===== config.mk =====
export PLATFORM = sky130hd
export DESIGN_NAME = echo_capture_multi
export DESIGN_NICKNAME = d
export VERILOG_FILES = /design/src/rtl/echo_capture_pkg.sv /design/src/rtl/echo_channel.sv /design/src/rtl/echo_capture_multi.sv
export SDC_FILE = /design/constraint.sdc
export NUM_CORES = 1
export LEC_CHECK = 0
export ABC_AREA = 1
export BUFFER_PORTS_ARGS = -buffer_cell sky130_fd_sc_hd__buf_2
export CAP_MARGIN = 20
export CELL_PAD_IN_SITES_DETAIL_PLACEMENT = 2
export CELL_PAD_IN_SITES_GLOBAL_PLACEMENT = 2
export CORE_MARGIN = 4
export CORE_UTILIZATION = 33
export DETAILED_ROUTE_END_ITERATION = 6
export PLACE_DENSITY_LB_ADDON = 0.1
export SYNTH_ARGS = -nofsm -noshare
export SYNTH_HDL_FRONTEND = slang
export SYNTH_SLANG_ARGS = --single-unit

===== constraint.sdc =====
create_clock -name clk -period 3.5 [get_ports clk]
set_clock_uncertainty 0.15 [all_clocks]
set_input_delay 0.525 -clock clk [delete_from_list [all_inputs] [get_ports clk]]
set_output_delay 0.525 -clock clk [all_outputs]
set_load 0.02 [all_outputs]

===== src/rtl/echo_capture_pkg.sv =====
// Shared definitions for the multi-channel echo capture block.
package echo_capture_pkg;

  typedef enum logic [1:0] {
    ST_WAIT_RISE = 2'd0,
    ST_HIGH      = 2'd1,
    ST_DONE      = 2'd2,
    ST_TIMED_OUT = 2'd3
  } chan_state_e;

endpackage


===== src/rtl/echo_channel.sv =====
// One echo measurement channel: captures rise time and pulse width against
// an external wrapping timer, with a per-arm timeout.
module echo_channel
  import echo_capture_pkg::*;
#(
  parameter int unsigned WIDTH         = 13,
  parameter int unsigned TIMEOUT_TICKS = 4000
) (
  input  logic             clk,
  input  logic             reset,
  input  logic [WIDTH-1:0] timer,
  input  logic             echo,
  input  logic             arm,
  output logic [WIDTH-1:0] echo_time,
  output logic [WIDTH-1:0] echo_width,
  output logic             done,
  output logic             timeout
);

  localparam logic [WIDTH-1:0] TIMEOUT_VAL = WIDTH'(TIMEOUT_TICKS);

  chan_state_e      r_state;
  logic             r_echo_q;
  logic [WIDTH-1:0] r_arm_stamp;
  logic [WIDTH-1:0] r_time;
  logic [WIDTH-1:0] r_width;
  logic             r_done;
  logic             r_timeout;

  logic             w_rise;
  logic             w_fall;
  logic [WIDTH-1:0] w_elapsed;
  logic             w_expired;

  assign w_rise    = echo & ~r_echo_q;
  assign w_fall    = ~echo & r_echo_q;
  // Modular subtraction keeps elapsed and width correct across timer wrap.
  assign w_elapsed = timer - r_arm_stamp;
  assign w_expired = (w_elapsed == TIMEOUT_VAL);

  always_ff @(posedge clk) begin
    if (reset) begin
      r_state     <= ST_WAIT_RISE;
      r_echo_q    <= 1'b0;
      r_arm_stamp <= timer;
      r_time      <= '0;
      r_width     <= '0;
      r_done      <= 1'b0;
      r_timeout   <= 1'b0;
    end else begin
      r_echo_q <= echo;
      if (arm) begin
        r_state     <= ST_WAIT_RISE;
        r_arm_stamp <= timer;
        r_time      <= '0;
        r_width     <= '0;
        r_done      <= 1'b0;
        r_timeout   <= 1'b0;
      end else begin
        case (r_state)
          ST_WAIT_RISE: begin
            if (w_expired) begin
              r_timeout <= 1'b1;
              r_state   <= ST_TIMED_OUT;
            end else if (w_rise) begin
              r_time  <= timer;
              r_state <= ST_HIGH;
            end
          end
          ST_HIGH: begin
            if (w_expired) begin
              r_timeout <= 1'b1;
              r_state   <= ST_TIMED_OUT;
            end else if (w_fall) begin
              r_width <= timer - r_time;
              r_done  <= 1'b1;
              r_state <= ST_DONE;
            end
          end
          ST_DONE:      r_state <= ST_DONE;
          ST_TIMED_OUT: r_state <= ST_TIMED_OUT;
          default:      r_state <= ST_WAIT_RISE;
        endcase
      end
    end
  end

  assign echo_time  = r_time;
  assign echo_width = r_width;
  assign done       = r_done;
  assign timeout    = r_timeout;

endmodule


===== src/rtl/echo_capture_multi.sv =====
// Multi-channel echo capture: CHANNELS independent echo_channel instances
// sharing one timer, with outputs packed WIDTH bits per channel.
module echo_capture_multi
  import echo_capture_pkg::*;
#(
  parameter int unsigned WIDTH         = 13,
  parameter int unsigned CHANNELS      = 4,
  parameter int unsigned TIMEOUT_TICKS = 4000
) (
  input  logic                      clk,
  input  logic                      reset,
  input  logic [WIDTH-1:0]          timer,
  input  logic [CHANNELS-1:0]       echo,
  input  logic [CHANNELS-1:0]       arm,
  output logic [CHANNELS*WIDTH-1:0] echo_time,
  output logic [CHANNELS*WIDTH-1:0] echo_width,
  output logic [CHANNELS-1:0]       done,
  output logic [CHANNELS-1:0]       timeout
);

  for (genvar g = 0; g < CHANNELS; g++) begin : g_chan
    echo_channel #(
      .WIDTH        (WIDTH),
      .TIMEOUT_TICKS(TIMEOUT_TICKS)
    ) u_chan (
      .clk       (clk),
      .reset     (reset),
      .timer     (timer),
      .echo      (echo[g]),
      .arm       (arm[g]),
      .echo_time (echo_time[g*WIDTH +: WIDTH]),
      .echo_width(echo_width[g*WIDTH +: WIDTH]),
      .done      (done[g]),
      .timeout   (timeout[g])
    );
  end

endmodule


==> results.txt <==
Status -> complete, no violations
Initial cell density of the core -> 0.3364
Syn Nets -> 1883
# rows -> 69
Drt total wl -> 43340 µm
RSZ-0062 raised after global routing -> false
Antenna cells -> 0
Drt initial violations -> 456
Maximum VDD drop -> 0.3864 mV
Post-synth EDFFs -> 52
CTS tree -> built
Layout area overhead -> 15.68%
Layout cells sized above 1 -> 0.1236
Crit path DAT -> 3.23 ns
Post-CTS Hold Buffers -> 0
Yosys warning count -> 0
Input/output buffers -> 134
Max Cap Viol -> 0
Initial antenna violation count -> 1
Min Hold Slack -> 0.1724 ns
Final hold viol count -> 0
DRC -> 0
Reg area -> 0.004044 mm²
Share of the synthesized area in the top cell type -> 0.2065
Setup TNS -> 0 ns
Synth top area cells -> dfxtp_1 (21%), nand2_1 (16%), edfxtp_1 (13%)
Number of routed nets with antenna violations -> 0
Dpl ws -> -0.04655 ns
Leak -> 7.192 nW
Slew Limit Fails -> 0
Fmax -> 330.8 MHz
Post-Layout Cell Count -> 2387
Slew margin rel. -> 0.2826
GRT overflow -> 0
Final worst-path cycle share -> 0.8637
Maximum clock path buffer count -> 2
R2R cell count -> 14
HP Class -> in -> reg
Clock sink count -> 176
Reg clk slew, reported paths -> 0.07 ns
Die Footprint -> 0.03955 mm²
Buffer count from post-CTS setup fixing -> 0
Top_reg_cell synth -> dfxtp_1
Syn Area/Cell -> 6.831 µm²
Post-synth ARST share -> 0
DP HPWL -> 34140 µm
Multi-input gate area -> 0.006533 mm²
Die Y -> 198.9 µm
Drt pass-1 iters -> 4
Synth Cell Area -> 0.01202 mm²
Power density over cell area -> 411.0 mW/mm²
Via/cell ratio -> 4.966
Register area share after synthesis -> 0.3364
H-tree Lvls -> 4
Critical path capture point type -> register
Final weighted congestion in routability-driven placement -> 0.8340
Avg WL per Cell -> 18.16 µm
Crit path required time -> 3.71 ns
Routed via count -> 11850
Core area -> 0.03574 mm²
Largest net degree at the start of global routing -> 31
Io pins -> 135
Yosys top cell by area -> dfxtp_1
Tmin final -> 3.023 ns
Vias in the first global route -> 13140
Cells on Worst Hold Path -> 3
Number of gates resized after CTS -> 0
Fin nets -> 2036
Critical path class -> in -> reg
Synthesized flop and latch total -> 176
Post-Synthesis Cells -> 1760
Worst-skew pair later-pin latency -> 0.46 ns
Placed Cells -> 2355
Synth unique cells -> 37
Worst slew pin tran -> 1.072 ns
TritonCTS Buffers -> 17
Fillcell total -> 4383
Fin worst setup slack -> 0.4770 ns
First-pass GRT wire length -> 69680 µm
Final setup viols -> 0
Crit-path max FO -> 14
Total GRT Usage -> 0.2227
Total power -> 5.716 mW
Root Driver -> clkbuf_16
Crit path launch type -> input port
Die Width -> 198.9 µm
## logic make-up (layout without fill, tap and decap cells)
group,count (synthesis),in the layout,synth area share
flip-flops,176,176,0.3364
buffers and inverters,354,520,0.1205
AO/OA/AOI/OAI,158,158,0.07379
AND/OR/NAND/NOR,922,922,0.3264
adder cells (fa/ha/maj),100,100,0.1066
XOR/XNOR,50,50,0.03642
## cells in the final DEF (no fill, tap or decap), types with 9 or more instances in the layout
cell type	synthesis	layout
buf_4	15	42
nand2_1	504	504
nor3_1	11	11
nand4_1	69	69
nand3_1	89	89
xnor2_1	20	20
nand2_2	10	10
nand3b_1	14	14
xor2_1	30	30
ha_1	96	96
inv_1	306	306
nor2_1	210	209
buf_2	6	134
clkbuf_16	0	19
dfxtp_1	124	124
a21oi_1	95	95
a21oi_2	9	9
o21ai_0	27	27
edfxtp_1	52	52
## stage by stage
step,instance area (µm²),utilization
floorplan,12020,-
global placement,13340,0.3731
detailed placement,13340,0.3733
CTS,13910,0.3891
global route,13910,0.3891
finish,13910,0.3891
## routing by layer
layer  part of all wire  vias to the layer above  track usage
met5                  0                        -            0
met4              0.015                        0      0.05294
met3              0.024                       37      0.02642
met2               0.50                      121       0.4018
met1               0.46                     5838       0.2844
li1                   -                     5857            -
## synth_stat cells, types with 20 or more instances
master and number:
nand4_1 69, xnor2_1 20, dfxtp_1 124, a21oi_1 95, ha_1 96, xor2_1 30, inv_1 306, edfxtp_1 52
o21ai_0 27, nor2_1 210, nand3_1 89, nand2_1 504
## where the power goes
part	internal, mW	switching [mW]
registers	2.19	0.0460
logic	0.523	1.04
clock network	1.03	0.884
total	3.75	1.97
## registers in the layout, indices dropped and copies added (netlist names)
| register | count |
|---|---|
| g_chan.u_chan.echo_width | 52 |
| g_chan.u_chan.done | 4 |
| g_chan.u_chan.echo_time | 52 |
| g_chan.u_chan.r_state | 8 |
| g_chan.u_chan.r_arm_stamp | 52 |
| g_chan.u_chan.timeout | 4 |
| g_chan.u_chan.r_echo_q | 4 |
## worst max-delay path: stages
cell and delay [ns]:
buf_2 0.11, inv_1 0.48, ha_1 0.25, inv_1 0.09, nand2_1 0.09, nand2_1 0.15, nand2_1 0.12, nand2_1 0.11
nand2_1 0.10, nand4_1 0.08, nand2_1 0.08, nor2_1 0.06, nand3_2 0.14, nand2_1 0.10, nor2_2 0.47, nand2_1 0.13
nand2_1 0.10, nor2_1 0.04
## final timing paths
path / start / to / slack (ns)
setup / recovery: timer[0] / g_chan[3].u_chan.echo_width[2] / 0.48
hold / removal: echo[0] / g_chan[0].u_chan.r_echo_q / 0.17
setup reg to reg: g_chan[1].u_chan.r_arm_stamp[7] / g_chan[1].u_chan.echo_width[9] / 0.69
hold reg to reg: g_chan[1].u_chan.echo_width[11] / g_chan[1].u_chan.echo_width[11] / 0.30
## layout make-up
cell class | count | share of cell area
multi-input combinational | 1230 | 0.4697
sequential | 176 | 0.2908
inverter | 310 | 0.08366
timing repair buffer | 178 | 0.07377
tap | 461 | 0.04147
clock buffer | 24 | 0.03697
clock inverter | 8 | 0.003688
Power figures use the tool's default switching activity.
